===== src/rtl/cnn_pool_pkg.sv =====
// ============================================================================
// Module      : cnn_pool_pkg
// Description : Shared defaults, mode encodings and width helpers for the
//               streaming 2-D pooling stage.
// Revision    : 1.0 - initial release
// ============================================================================
`default_nettype none

package cnn_pool_pkg;

  localparam int DEF_CI     = 3;
  localparam int DEF_IF_BW  = 8;
  localparam int DEF_IMG_W  = 8;
  localparam int DEF_IMG_H  = 8;
  localparam int DEF_POOL_K = 2;

  typedef enum logic [0:0] {
    MODE_MAX = 1'b0,
    MODE_AVG = 1'b1
  } pool_mode_e;

  function automatic int out_dim(input int n, input int k);
    return n / k;
  endfunction

  // An average window sums K*K samples, so it needs 2*log2(K) guard bits.
  function automatic int acc_bw(input int bw, input int k);
`ifdef POOL_AVG_EN
    return bw + 2 * $clog2(k);
`else
    return bw + 0 * k;
`endif
  endfunction

  function automatic int cnt_bw(input int n);
    return (n > 1) ? $clog2(n) : 1;
  endfunction

endpackage

`default_nettype wire


===== src/rtl/pool_lane.sv =====
// ============================================================================
// Module      : pool_lane
// Description : Single-channel reduce step: load, running max or running sum.
// Revision    : 1.0 - initial release
// ============================================================================
`default_nettype none

module pool_lane
  import cnn_pool_pkg::*;
#(
  parameter int ACC_BW = 8
) (
  input  logic              i_mode,
  input  logic              i_load,
  input  logic [ACC_BW-1:0] i_acc,
  input  logic [ACC_BW-1:0] i_smp,
  output logic [ACC_BW-1:0] o_res
);

  always_comb begin
    o_res = i_smp;
    if (!i_load) begin
      if (i_mode == MODE_AVG) begin
        o_res = i_acc + i_smp;
      end else if (i_acc > i_smp) begin
        o_res = i_acc;
      end
    end
  end

endmodule

`default_nettype wire


===== src/rtl/cnn_pool2d.sv =====
// ============================================================================
// Module      : cnn_pool2d
// Description : Streaming POOL_K x POOL_K pooling (stride POOL_K) over a raster
//               pixel stream. Define POOL_AVG_EN to add average mode.
// Revision    : 1.0 - initial release
// ============================================================================
`default_nettype none

module cnn_pool2d
  import cnn_pool_pkg::*;
#(
  parameter int CI     = DEF_CI,
  parameter int IF_BW  = DEF_IF_BW,
  parameter int IMG_W  = DEF_IMG_W,
  parameter int IMG_H  = DEF_IMG_H,
  parameter int POOL_K = DEF_POOL_K
) (
  input  logic                clk,
  input  logic                reset_n,
  input  logic                i_in_valid,
  input  logic [CI*IF_BW-1:0] i_in_pixel,
  input  logic                i_mode,
  output logic                o_ot_valid,
  output logic [CI*IF_BW-1:0] o_ot_pool,
  output logic                o_ot_last
);

  localparam int OW     = out_dim(IMG_W, POOL_K);
  localparam int OH     = out_dim(IMG_H, POOL_K);
  localparam int ACC_BW = acc_bw(IF_BW, POOL_K);
  localparam int SH     = ACC_BW - IF_BW;
  localparam int COL_W  = cnt_bw(IMG_W);
  localparam int ROW_W  = cnt_bw(IMG_H);
  localparam int K_W    = cnt_bw(POOL_K);
  localparam int WC_W   = cnt_bw(OW);
  localparam int WR_W   = cnt_bw(OH);

  localparam logic [COL_W-1:0] c_col_last = COL_W'(IMG_W - 1);
  localparam logic [ROW_W-1:0] c_row_last = ROW_W'(IMG_H - 1);
  localparam logic [K_W-1:0]   c_k_last   = K_W'(POOL_K - 1);
  localparam logic [WC_W-1:0]  c_wc_last  = WC_W'(OW - 1);
  localparam logic [WR_W-1:0]  c_wr_last  = WR_W'(OH - 1);

  logic [COL_W-1:0] r_col;
  logic [ROW_W-1:0] r_row;
  logic [K_W-1:0]   r_wc_off;
  logic [K_W-1:0]   r_wr_off;
  logic [WC_W-1:0]  r_wc;
  logic [WR_W-1:0]  r_wr;
  logic             r_ctrail;
  logic             r_rtrail;

  logic [CI-1:0][ACC_BW-1:0] r_h;
  logic [CI-1:0][ACC_BW-1:0] r_p [0:OW-1];
  logic [CI-1:0][ACC_BW-1:0] w_h_nxt;
  logic [CI-1:0][ACC_BW-1:0] w_p_nxt;
  logic [CI-1:0][ACC_BW-1:0] w_p_cur;
  logic [CI*IF_BW-1:0]       w_pool;

  logic r_valid;
  logic r_last;
  logic [CI*IF_BW-1:0] r_pool;

  logic w_col_end;
  logic w_row_end;
  logic w_wc_end;
  logic w_wr_end;
  logic w_in_grid;
  logic w_done;
  logic w_mode;

  assign w_col_end = (r_col == c_col_last);
  assign w_row_end = (r_row == c_row_last);
  assign w_wc_end  = (r_wc_off == c_k_last);
  assign w_wr_end  = (r_wr_off == c_k_last);
  // The trailing flags mark columns/rows beyond the last full window.
  assign w_in_grid = !r_ctrail && !r_rtrail;
  assign w_done    = i_in_valid && w_wc_end && w_wr_end && w_in_grid;
  assign w_p_cur   = r_p[r_wc];

`ifdef POOL_AVG_EN
  logic r_mode_p [0:OW-1];
  logic w_win_start;

  assign w_win_start = (r_wc_off == '0) && (r_wr_off == '0);
  assign w_mode      = w_win_start ? i_mode : r_mode_p[r_wc];

  always_ff @(posedge clk or negedge reset_n) begin
    if (!reset_n) begin
      for (int i = 0; i < OW; i++) r_mode_p[i] <= MODE_MAX;
    end else if (i_in_valid && w_win_start && w_in_grid) begin
      r_mode_p[r_wc] <= i_mode;
    end
  end
`else
  // Max-only build: the mode pin is masked off so it never reaches the lanes.
  assign w_mode = i_mode & 1'b0;
`endif

  for (genvar c = 0; c < CI; c++) begin : g_lane
    pool_lane #(.ACC_BW(ACC_BW)) u_h_lane (
      .i_mode (w_mode),
      .i_load (r_wc_off == '0),
      .i_acc  (r_h[c]),
      .i_smp  (ACC_BW'(i_in_pixel[c*IF_BW +: IF_BW])),
      .o_res  (w_h_nxt[c])
    );

    pool_lane #(.ACC_BW(ACC_BW)) u_p_lane (
      .i_mode (w_mode),
      .i_load (r_wr_off == '0),
      .i_acc  (w_p_cur[c]),
      .i_smp  (w_h_nxt[c]),
      .o_res  (w_p_nxt[c])
    );

    assign w_pool[c*IF_BW +: IF_BW] = (w_mode == MODE_AVG) ?
                                      IF_BW'(w_p_nxt[c] >> SH) :
                                      w_p_nxt[c][IF_BW-1:0];
  end

  always_ff @(posedge clk or negedge reset_n) begin
    if (!reset_n) begin
      r_col    <= '0;
      r_row    <= '0;
      r_wc_off <= '0;
      r_wr_off <= '0;
      r_wc     <= '0;
      r_wr     <= '0;
      r_ctrail <= 1'b0;
      r_rtrail <= 1'b0;
    end else if (i_in_valid) begin
      if (w_col_end) begin
        r_col    <= '0;
        r_wc_off <= '0;
        r_wc     <= '0;
        r_ctrail <= 1'b0;
        if (w_row_end) begin
          r_row    <= '0;
          r_wr_off <= '0;
          r_wr     <= '0;
          r_rtrail <= 1'b0;
        end else begin
          r_row <= r_row + 1'b1;
          if (w_wr_end) begin
            r_wr_off <= '0;
            if (r_wr == c_wr_last) r_rtrail <= 1'b1;
            else                   r_wr     <= r_wr + 1'b1;
          end else begin
            r_wr_off <= r_wr_off + 1'b1;
          end
        end
      end else begin
        r_col <= r_col + 1'b1;
        if (w_wc_end) begin
          r_wc_off <= '0;
          if (r_wc == c_wc_last) r_ctrail <= 1'b1;
          else                   r_wc     <= r_wc + 1'b1;
        end else begin
          r_wc_off <= r_wc_off + 1'b1;
        end
      end
    end
  end

  always_ff @(posedge clk or negedge reset_n) begin
    if (!reset_n) begin
      r_h     <= '0;
      for (int i = 0; i < OW; i++) r_p[i] <= '0;
      r_valid <= 1'b0;
      r_last  <= 1'b0;
      r_pool  <= '0;
    end else begin
      r_valid <= 1'b0;
      r_last  <= 1'b0;
      if (i_in_valid) begin
        r_h <= w_h_nxt;
        if (w_wc_end && w_in_grid) r_p[r_wc] <= w_p_nxt;
        if (w_done) begin
          r_valid <= 1'b1;
          r_last  <= (r_wc == c_wc_last) && (r_wr == c_wr_last);
          r_pool  <= w_pool;
        end
      end
    end
  end

  assign o_ot_valid = r_valid;
  assign o_ot_last  = r_last;
  assign o_ot_pool  = r_pool;

endmodule

`default_nettype wire


===== config.mk =====
export PLATFORM = sky130hd
export DESIGN_NAME = cnn_pool2d
export DESIGN_NICKNAME = d
export VERILOG_FILES = /design/src/rtl/cnn_pool_pkg.sv /design/src/rtl/pool_lane.sv /design/src/rtl/cnn_pool2d.sv
export SDC_FILE = /design/constraint.sdc
export NUM_CORES = 1
export LEC_CHECK = 0
export ABC_AREA = 1
export CAP_MARGIN = 20
export CORE_MARGIN = 3
export CORE_UTILIZATION = 50
export CTS_CLUSTER_SIZE = 28
export DETAILED_ROUTE_END_ITERATION = 6
export PLACE_DENSITY_LB_ADDON = 0.25
export SKIP_LAST_GASP = 1
export SYNTH_ARGS = -nofsm -noshare
export SYNTH_HDL_FRONTEND = slang
export SYNTH_SLANG_ARGS = --single-unit

===== constraint.sdc =====
create_clock -name clk -period 3.5 [get_ports clk]
set_clock_uncertainty 0.15 [all_clocks]
set_input_delay 0.7 -clock clk [delete_from_list [all_inputs] [get_ports clk]]
set_output_delay 0.7 -clock clk [all_outputs]
set_load 0.03 [all_outputs]

==> results of run 1 <==
## sequential cells by signal, summed over array words and instances, names as in the netlist
signal      flops
r_wr            2
o_ot_valid      1
r_ctrail        1
r_row           3
r_wc            2
r_rtrail        1
o_ot_last       1
r_wc_off        1
r_p            96
o_ot_pool      24
r_col           3
r_wr_off        1
r_h            24
## area by class of cell
class	count	area [µm²]
clock buffers	17	425
multi-input cells	874	5670
flip-flops and latches	160	4010
clock inverters	15	196
fillers	1297	5050
repair buffers	175	1550
well taps	225	282
inverters	93	360
## placed cells by master (no fill, tap or decap), types with 5 or more instances in the layout
cell type / instances
buf_4: 111
clkbuf_16: 17
nor2_4: 10
nand3_4: 33
o21ai_1: 8
nand2_2: 40
o21a_1: 5
nand3_1: 124
o21ai_2: 5
ha_4: 21
dlymetal6s2s_1: 7
inv_2: 12
a21oi_2: 5
ha_1: 36
a32o_1: 9
o21ai_0: 34
inv_1: 78
clkdlybuf4s50_1: 44
inv_8: 5
dfrtp_1: 159
buf_12: 5
nand2_4: 9
a21oi_1: 40
nand2_1: 398
nand3_2: 42
buf_6: 8
nor2_1: 10
and2_4: 20
## worst max path at each step
| stage | from | to | slack, ns | cells after the start |
|---|---|---|---|---|
| 5_1_grt | i_in_pixel[20] | r_p[65] | -0.09 | 19 |
| 3_3_place_gp | i_in_pixel[23] | o_ot_pool[17] | -0.54 | 19 |
| 4_1_cts | i_in_pixel[21] | r_p[70] | -0.006 | 19 |
| 3_5_place_dp | i_in_pixel[21] | r_p[65] | -0.56 | 20 |
| 6_report | i_in_pixel[20] | r_p[65] | 0.02 | 19 |
| 2_1_floorplan | i_in_pixel[7] | o_ot_pool[0] | 0.39 | 19 |
## synth_stat cells, drive strengths merged
library cell and number:
o21a 5, nand4 1, a31oi 2, o21bai 3, o22a 1, ha 57
a21o 3, clkbuf 11, a32o 9, inv 92, a21oi 48, o21ai 47
and2 21, nand2 449, nand3 199, clkinv 1, nor3 2, buf 29
dfrtp 160, nor2 24
## per-stage QoR
step	setup slack, ns	setup TNS (ns)	hold slack (ns)
finish	0.0189	0	0.0335
CTS	-0.00639	-0.0129	0.0586
global route	-0.0926	-5.46	0.0636
floorplan	0.388	0	0.254
global placement	-0.543	-51.52	0.307
detailed placement	-0.560	-57.42	0.315
## metal layers
| layer | track usage | vias up | part of all wire |
|---|---|---|---|
| li1 | - | 4132 | - |
| met1 | 0.316 | 4210 | 0.39 |
| met2 | 0.441 | 313 | 0.52 |
| met3 | 0.0472 | 62 | 0.055 |
| met4 | 0.114 | 0 | 0.033 |
| met5 | 0 | - | 0 |
## timing repair
action | in CTS | in global routing
pin swaps | 2 | 60
resized for setup | 29 | 197
setup buffers | 3 | 10
endpoints found under the setup margin | 118 | 120
hold buffers | 0 | 0
cloned | 0 | 3
## worst register-to-register path, cell delays in order, from the launching register on
cell,delay (ns)
dfrtp_1,0.44
ha_1,0.34
nand2_2,0.11
nor2_4,0.04
buf_4,0.14
a21oi_4,0.27
nand2_8,0.13
nand2_2,0.10
and2_4,0.17
ha_4,0.21
nand2_2,0.09
buf_4,0.11
o21a_1,0.14
nand2_4,0.10
nand2_8,0.18
nand3_4,0.18
nand3_2,0.11
nand2_1,0.06
## logic make-up (layout without fill, tap and decap cells)
| family | count (synthesis) | count (layout) | synth area share |
|---|---|---|---|
| compound gates | 118 | 119 | 0.0809 |
| fa+ha+maj | 57 | 57 | 0.0783 |
| buf+inv | 133 | 300 | 0.0622 |
| flops | 160 | 160 | 0.440 |
| simple gates | 696 | 698 | 0.339 |
## power by group through the flow
stage                     Clock [mW]  Sequential [mW]  Combinational (mW)
after floorplan                    0             3.18                3.29
after global routing            2.06             3.17                7.58
after global placement             0             3.05                5.07
after CTS                       1.99             3.04                5.44
after detailed placement           0             3.06                5.18
final                           1.98             3.08                6.93
==> summary.txt, run 1 <==
Timing
  – Final Setup Violations: 0
  – Fmax: 287 MHz
  – Period utilization: 0.995
  – Period minus WS final: 3.48 ns
  – Fin. Hold Viols: 0
  – Slew headroom: 0.455
  – Slew @ Worst Pin: 0.816 ns
  – RSZ-0062 raised after global routing: true
  – Final max-slew violation count: 0

Route
  – Routed Antenna Nets: 0
  – Routed WL: 27,400 µm
  – Remaining DRCs: 0
  – DRT Pass-1 Iters: 7
  – Via count: 8,717
  – WL/cell: 17.6 µm
  – Via/cell ratio: 5.59
  – 1st-iter DRT viols: 795

Logic synthesis
  – Syn_area_per_cell: 7.83 µm²
  – Yosys top cell by area: dfrtp_1
  – FF+latch count, synth: 160
  – Largest cells by area after synthesis: dfrtp_1 44%, nand2_1 18%, nand3_1 10%
  – Seq/Total Area, Yosys: 0.440
  – Cells after synthesis: 1,164
  – Syn nets: 1,249
  – Synth cell types: 35
  – Top-area cell type share of the netlist area: 0.440
  – Mapped Area: 9110 µm²
  – Warnings, synthesis: 0

CTS
  – Clock sink total: 160
  – CTS buffer count: 17
  – Clk buf depth: 2
  – Latest clock arrival within the worst-skew pair: 0.44 ns
  – CTS tree: built
  – Clk Tree Root Cell: clkbuf_16
  – H-tree Lvls: 4
  – Clk slew on worst S/H paths: 0.07 ns

Placement
  – Area post-placement: 10,600 µm²
  – Final Wtd Congestion: 0.842
  – Post-DP HPWL: 16,100 µm
  – IO Port Bufs: 52
  – Placed cells: 1,511

Layout
  – N_diodes: 0
  – Layout cells sized above 1: 0.277
  – Final net count: 1,406
  – Final core occ: 0.712
  – Finished Layout Cells: 1,559
  – Synth-to-Final Area Change: 37.1%
  – Post-route cell area: 12,500 µm²

Global route
  – Total track usage: 0.257
  – Vias in the first global route: 8,375
  – Initial antenna violation count: 0
  – Largest net degree at the start of global routing: 56
  – Total global routing overflow: 0
  – First-pass GRT wire length: 41,000 µm

Worst setup path
  – FF-to-FF path depth: 17
  – R2r endpoint: r_p[65]
  – Slowest cell on the critical path: clkdlybuf4s50_1
  – Most frequent CP cell: nand2_2
  – Startpoint Class: primary input
  – Req. time, crit path: 3.67 ns
  – Launching point of the worst reg2reg path: r_h[22]
  – Crit-path cells: clkdlybuf4s50_1, inv_1, ha_1, nand2_2, nor2_4, buf_4, a21oi_4, nand2_8, nand2_2, and2_4, ha_4, nand2_2, buf_4, o21a_1, nand2_4, nand2_8, nand3_4, nand3_2, nand2_1
  – Critical path endpoint category: flip-flop
  – Critical path buffers and inverters: 4
  – CP max stage delay: 0.48 ns
  – Worst endpoint data arrival time: 3.66 ns
  – Critical path fanouts, max: 8
  – Flop-to-flop setup slack: 0.31 ns
  – Top delay family on crit path: simple AND/OR/NAND/NOR gates
  – Crit Path Category: in2reg

Floorplan
  – Core ar.: 17,500 µm²
  – Die footprint: 19,900 µm²
  – DIE HEIGHT: 141 µm
  – Row count: 48
  – Die X-Extent: 141 µm
  – I/O pins: 54
  – Starting Density: 0.519

Pwr
  – Logic pwr share: 0.578
  – Power per cell area: 960 nW/µm²
  – Sw Pwr: 5.68 mW
  – Pint: 6.31 mW
  – Clk pwr share: 0.165
  – Reg power frac: 0.257
  – Net Sw Frac: 0.474
  – Peak VDD IR: 0.557 mV
  – P_leak: 6.27 nW
  – Final Power: 12.0 mW

Run status
  – Outcome: completed

Job
  – Max cap viols: 0

Worst hold path
  – Min-Delay Path Class: in2async
(Power assumes the default switching activity.)
==> run 2: changes to the inputs <==
--- a/config.mk
+++ b/config.mk
@@ -8,7 +8,7 @@
 export ABC_AREA = 1
 export CAP_MARGIN = 20
 export CORE_MARGIN = 3
-export CORE_UTILIZATION = 50
+export CORE_UTILIZATION = 55
 export CTS_CLUSTER_SIZE = 28
 export DETAILED_ROUTE_END_ITERATION = 6
 export PLACE_DENSITY_LB_ADDON = 0.25
==> summary.txt, run 2 (synthesis gave the netlist of run 1 again) <==
Route
  – WL/cell: 18.2 µm (+3.5%)
  – DRT Pass-1 Iters: 6 (-1)
  – Remaining DRCs: 0 (unchanged)
  – Via/cell ratio: 5.75 (+2.8%)
  – 1st-iter DRT viols: 775 (-2.5%)
  – Routed Antenna Nets: 0 (unchanged)
  – Via count: 8,882 (+1.9%)
  – Routed WL: 28,100 µm (+2.5%)

Pwr
  – Clk pwr share: 0.165 (about the same)
  – Power per cell area: 983 nW/µm² (+2.4%)
  – Final Power: 12.2 mW (+2.1%)
  – Sw Pwr: 5.84 mW (+2.7%)
  – Reg power frac: 0.250 (-0.007)
  – Pint: 6.40 mW (+1.5%)
  – Logic pwr share: 0.585 (+0.007)
  – P_leak: 6.32 nW (+0.84%)
  – Net Sw Frac: 0.477 (+0.00293)
  – Peak VDD IR: 0.566 mV (+1.6%)

Worst setup path
  – Launching point of the worst reg2reg path: r_h[5]
  – WP depth: 22 (+3)
  – Crit path capture: r_p[7]
  – Crit-path cells: clkdlybuf4s50_1, inv_1, ha_1, nand2_2, inv_1, nand2_1, nand2_1, nand2_2, nand2_4, nand2_8, nand2_1, and2_4, ha_1, nand2_2, o21bai_1, nand2_1, nand2_2, nand2_4, nand2_8, nand3_4, nand3_1, nand2_1
  – Origin of the worst setup path: i_in_pixel[2]
  – Flop-to-flop setup slack: 0.29 ns (-0.02 ns)
  – R2r endpoint: r_p[7]
  – Critical path buffers and inverters: 3 (-1)
  – Startpoint Class: primary input
  – Most frequent CP cell: nand2_1
  – Worst endpoint data arrival time: 3.76 ns (+0.10 ns)
  – Critical path fanouts, max: 8 (unchanged)
  – Req. time, crit path: 3.72 ns (+0.05 ns)
  – Top delay family on crit path: simple AND/OR/NAND/NOR gates
  – FF-to-FF path depth: 19 (+2)
  – Critical path endpoint category: flip-flop
  – CP max stage delay: 0.49 ns (about the same)
  – Crit Path Category: in2reg
  – Slowest cell on the critical path: clkdlybuf4s50_1

Placement
  – Post-DP HPWL: 16,100 µm (-0.39%)
  – Final Wtd Congestion: 0.851 (+1.1%)
  – Pre-CTS setup slack: -0.534 ns (+0.0257 ns)
  – Area post-placement: 10,500 µm² (-0.63%)
  – IO Port Bufs: 52 (unchanged)

Layout
  – Final net count: 1,401 (-0.36%)
  – Max FFs per register: 96 (unchanged)
  – Most common cell after layout, fill and taps aside: nand2_1
  – Final core occ: 0.775 (+0.0634)
  – Synth-to-Final Area Change: 36.7%
  – Reg with most FFs: r_p
  – N_diodes: 0 (unchanged)
  – Most frequent cells in the layout: 405 x nand2_1, 159 x dfrtp_1, 133 x nand3_1, 106 x buf_4, 76 x inv_1
  – Layout cells sized above 1: 0.263 (-0.0148)
  – Fill count: 1,035 (-20%)
  – Post-route cell area: 12,500 µm² (-0.28%)

Global route
  – Total global routing overflow: 0 (unchanged)
  – Vias in the first global route: 8,691 (+3.8%)
  – First-pass GRT wire length: 41,200 µm (+0.67%)
  – Total track usage: 0.285 (+0.0280)
  – Largest net degree at the start of global routing: 59 (+5.4%)
  – Initial antenna violation count: 1 (+1)

Timing
  – Setup WS post-layout: -0.0346 ns (-0.0535 ns)
  – Period minus WS final: 3.53 ns (+0.0535 ns)
  – RSZ-0062 raised after global routing: true
  – Slew @ Worst Pin: 0.820 ns (+0.00429 ns)
  – Fin. Hold Viols: 0 (unchanged)
  – Final Setup Violations: 6 (+6)
  – Worst hold slack: 0.0733 ns (+0.0399 ns)
  – Final max-slew violation count: 0 (unchanged)
  – Fmax: 283 MHz (-1.5%)
  – Slew headroom: 0.452 (-0.00287)
  – Period utilization: 1.01 (+0.0153)

Job
  – Max cap viols: 0 (unchanged)

Worst hold path
  – Min-Delay Path Class: in2async

Floorplan
  – Die X-Extent: 135 µm (-4.5%)
  – Starting Density: 0.567 (+0.0478)
  – Row count: 46 (-4.2%)
  – DIE HEIGHT: 135 µm (-4.5%)
  – Die footprint: 18,100 µm² (-8.7%)
  – I/O pins: 54 (unchanged)
  – Core ar.: 16,100 µm² (-8.4%)

Run status
  – Outcome: finished with violations
  – Failing checks: setup timing

CTS
  – Clk slew on worst S/H paths: 0.07 ns (about the same)
  – Clock sink total: 160 (unchanged)
  – Clk Tree Root Cell: clkbuf_16
  – H-tree Lvls: 4 (unchanged)
  – Post-CTS Hold Buffers: 0 (unchanged)
  – CTS tree: built
  – Latest clock arrival within the worst-skew pair: 0.44 ns (about the same)
  – CTS buffer count: 17 (unchanged)
  – Clk buf depth: 2 (unchanged)
-- run 2: cell types whose count changed in the layout (fill, tap and decap cells not counted), sizes merged --
cell,previous run,this run
buf,124,117
clkdlybuf4s50,44,39
dlymetal6s2s,7,12
inv,100,98
a21oi,49,50
bufinv,2,3
clkinv,4,5
nand2,451,452
-- run 2: worst min path at each step --
| stage | from | to | slack, ns | cells after the start |
|---|---|---|---|---|
| final | reset_n | r_h[18] | 0.07 | 1 |
| after global routing | reset_n | r_h[18] | 0.11 | 1 |
| after CTS | reset_n | r_h[18] | 0.11 | 1 |
| after detailed placement | r_p[24] | r_p[24] | 0.31 | 2 |
| after global placement | r_col[1] | r_col[1] | 0.31 | 2 |
| after floorplan | reset_n | o_ot_last | 0.25 | 0 |
-- run 2: power groups by stage --
stage	Sequential, mW	Clock (mW)	Combinational, mW
4_1_cts	3.02	2.02	5.43
6_report	3.06	2.02	7.17
5_1_grt	3.13	2.11	7.73
3_5_place_dp	3.03	0	5.20
2_1_floorplan	3.18	0	3.29
3_3_place_gp	3.01	0	5.05
-- run 2: layout make-up --
type                       instances  area (µm²)  share of cell area
tap                              216         270              0.0217
inverter                          93         379              0.0304
sequential                       160        4010               0.322
clock buffer                      17         425              0.0342
multi-input combinational        876        5660               0.454
clock inverter                    15         199              0.0160
timing repair buffer             168        1520               0.122
-- run 2: per-layer routing --
metal	vias up	GRT usage	share of wire
met3	105	0.0540	0.060
met1	4286	0.344	0.38
met4	2	0.123	0.045
met5	-	0	0.00032
met2	354	0.497	0.52
li1	4135	-	-
-- run 2: what timing repair did --
| item | 4_1_cts | 5_1_grt |
|---|---|---|
| gates resized for setup | 22 | 201 |
| buffers inserted | 4 | 11 |
| pin swaps | 1 | 52 |
| setup endpoints to repair | 89 | 120 |
| gates cloned | 1 | 4 |
-- run 2: through the flow --
stage	std cells	TNS, ns
6_report	1545	-0.0812
5_1_grt	1545	-8.34
4_1_cts	1530	-0.0921
3_5_place_dp	1493	-55.26
3_3_place_gp	1493	-50.06
2_1_floorplan	1164	0
==> run 3: changes to the inputs <==
--- a/config.mk
+++ b/config.mk
@@ -6,12 +6,14 @@
 export NUM_CORES = 1
 export LEC_CHECK = 0
 export ABC_AREA = 1
+export ABC_CLOCK_PERIOD_IN_PS = 3500
 export CAP_MARGIN = 20
 export CORE_MARGIN = 3
 export CORE_UTILIZATION = 55
 export CTS_CLUSTER_SIZE = 28
 export DETAILED_ROUTE_END_ITERATION = 6
 export PLACE_DENSITY_LB_ADDON = 0.25
+export RECOVER_POWER = 50
 export SKIP_LAST_GASP = 1
 export SYNTH_ARGS = -nofsm -noshare
 export SYNTH_HDL_FRONTEND = slang
==> summary.txt, run 3 (synthesis gave the netlist of run 1 again) <==
Floorplan
  – DIE HEIGHT: 135 µm (unchanged)
  – Core ar.: 16,100 µm² (unchanged)
  – Die footprint: 18,100 µm² (unchanged)
  – Die X-Extent: 135 µm (unchanged)
  – Row count: 46 (unchanged)
  – Starting Density: 0.567 (unchanged)
  – I/O pins: 54 (unchanged)

Worst setup path
  – R2r endpoint: r_p[7]
  – Crit-path cells: clkdlybuf4s50_1, inv_1, ha_1, nand2_1, nor2_4, nand2_2, nand2_4, nand2_8, buf_4, nand2_1, nand2_1, ha_1, nor2_1, o21bai_1, nand2_1, nand2_2, nand2_4, nand2_8, nand3_4, nand3_1, nand2_1
  – Critical path fanouts, max: 8 (unchanged)
  – Worst endpoint data arrival time: 3.77 ns (about the same)
  – Launching point of the worst reg2reg path: r_h[5]
  – Slowest cell on the critical path: clkdlybuf4s50_1
  – Most frequent CP cell: nand2_1
  – Req. time, crit path: 3.72 ns (about the same)
  – Critical path endpoint category: flip-flop
  – Flop-to-flop setup slack: 0.27 ns (-0.02 ns)
  – CP max stage delay: 0.47 ns (-0.02 ns)
  – Startpoint Class: primary input
  – Critical path buffers and inverters: 3 (unchanged)
  – Crit Path Category: in2reg
  – FF-to-FF path depth: 19 (unchanged)
  – Top delay family on crit path: simple AND/OR/NAND/NOR gates

CTS
  – Clock sink total: 160 (unchanged)
  – Clk buf depth: 2 (unchanged)
  – Clk slew on worst S/H paths: 0.07 ns (about the same)
  – CTS buffer count: 17 (unchanged)
  – H-tree Lvls: 4 (unchanged)
  – Clk Tree Root Cell: clkbuf_16
  – Latest clock arrival within the worst-skew pair: 0.44 ns (about the same)
  – CTS tree: built
  – Post-CTS Hold Buffers: 0 (unchanged)

Global route
  – Largest net degree at the start of global routing: 59 (unchanged)
  – Initial antenna violation count: 1 (unchanged)
  – Vias in the first global route: 8,691 (unchanged)
  – First-pass GRT wire length: 41,200 µm (unchanged)
  – Total global routing overflow: 0 (unchanged)
  – Total track usage: 0.285 (unchanged)

Layout
  – Most frequent cells in the layout: 405 x nand2_1, 159 x dfrtp_1, 133 x nand3_1, 106 x buf_4, 76 x inv_1
  – Most common cell after layout, fill and taps aside: nand2_1
  – Synth-to-Final Area Change: 36.3%
  – Final net count: 1,401 (unchanged)
  – Max FFs per register: 96 (unchanged)
  – Reg with most FFs: r_p
  – Layout cells sized above 1: 0.263 (unchanged)
  – N_diodes: 0 (unchanged)

Placement
  – Pre-CTS setup slack: -0.534 ns (unchanged)
  – Post-DP HPWL: 16,100 µm (unchanged)
  – Final Wtd Congestion: 0.851 (unchanged)
  – IO Port Bufs: 52 (unchanged)

Timing
  – RSZ-0062 raised after global routing: true
  – Period minus WS final: 3.55 ns (+0.0126 ns)
  – Final Setup Violations: 17 (+11)
  – Period utilization: 1.01 (+0.00360)
  – Fmax: 282 MHz (-0.35%)
  – Setup WS post-layout: -0.0472 ns (-0.0126 ns)
  – Final max-slew violation count: 0 (unchanged)
  – Slew @ Worst Pin: 1.50 ns (+0.678 ns)
  – Fin Setup TNS: -0.192 ns (-0.111 ns)
  – Slew headroom: 0.000841 (-0.451)
  – Fin. Hold Viols: 0 (unchanged)

Worst hold path
  – Hold worst-path end: o_ot_pool[15]
  – Min-Delay Path Class: reg2reg
  – Hold path depth: 2
  – Hold wc startpoint: o_ot_pool[15]

Pwr
  – P_leak: 6.31 nW (-0.20%)
  – Peak VDD IR: 0.565 mV (about the same)
  – Power per cell area: 986 nW/µm² (+0.24%)

Route
  – DRT Pass-1 Iters: 6 (unchanged)
  – 1st-iter DRT viols: 708 (-8.6%)
  – Remaining DRCs: 0 (unchanged)
  – Via count: 8,899 (+0.19%)
  – Via/cell ratio: 5.76 (+0.19%)
  – Routed Antenna Nets: 0 (unchanged)
  – Routed WL: 28,100 µm (about the same)
  – WL/cell: 18.2 µm (about the same)

Job
  – Max cap viols: 1 (+1)

Run status
  – Failing checks: capacitance limit, setup timing
  – Outcome: finished with violations
run 3: worst max path at each step:
stage / startpoint / endpoint / slack (ns) / depth (start not counted)
after global placement: i_in_pixel[23] / o_ot_pool[16] / -0.52 / 19
after global routing: i_in_pixel[2] / r_p[29] / -0.19 / 23
final: i_in_pixel[4] / r_p[7] / -0.05 / 21
after detailed placement: i_in_pixel[23] / o_ot_pool[16] / -0.53 / 19
after CTS: i_in_pixel[15] / o_ot_pool[11] / -0.02 / 21
after floorplan: i_in_pixel[7] / o_ot_pool[0] / 0.39 / 19
run 3: layer usage:
| metal | wire length (µm) | up-vias | global-route usage |
|---|---|---|---|
| met2 | 14400 | 402 | 0.497 |
| li1 | - | 4139 | - |
| met5 | 9 | - | 0 |
| met3 | 1710 | 121 | 0.0540 |
| met1 | 10600 | 4235 | 0.344 |
| met4 | 1330 | 2 | 0.123 |
run 3: worst register-to-register path: cells and delay by family (launching register included):
kind	cells	cell delay (ns)
compound gates	1	0.07
fa+ha+maj	2	0.54
buf+inv	1	0.16
flops	1	0.43
simple gates	15	1.81
run 3: area by class of cell:
| type | instances | area (µm²) |
|---|---|---|
| Tap cell | 216 | 270 |
| Fill cell | 1041 | 3640 |
| Multi-Input combinational cell | 876 | 5660 |
| Timing Repair Buffer | 168 | 1480 |
| Clock buffer | 17 | 425 |
| Inverter | 93 | 379 |
| Clock inverter | 15 | 199 |
| Sequential cell | 160 | 4010 |
run 3: what timing repair did:
item                                    in CTS  in global routing
endpoints found under the setup margin      89                120
pin swaps                                    1                 52
resized for setup                           22                201
setup buffers                                4                 11
cloned                                       1                  4
run 3: through the flow:
step | hold slack [ns] | total power, mW | std cells | cell area, µm² | util
floorplan | 0.254 | 6.47 | 1164 | 9110 | -
finish | 0.329 | 12.2 | 1545 | 12400 | 0.773
detailed placement | 0.315 | 8.23 | 1493 | 10500 | 0.654
global route | 0.343 | 13.0 | 1545 | 12400 | 0.773
CTS | 0.110 | 10.5 | 1530 | 11300 | 0.701
global placement | 0.309 | 8.07 | 1493 | 10500 | 0.654
run 3: power breakdown:
group          switching [mW]  internal, mW
registers               0.469          2.59
logic                    4.50          2.66
clock network           0.868          1.15
total                    5.84          6.40
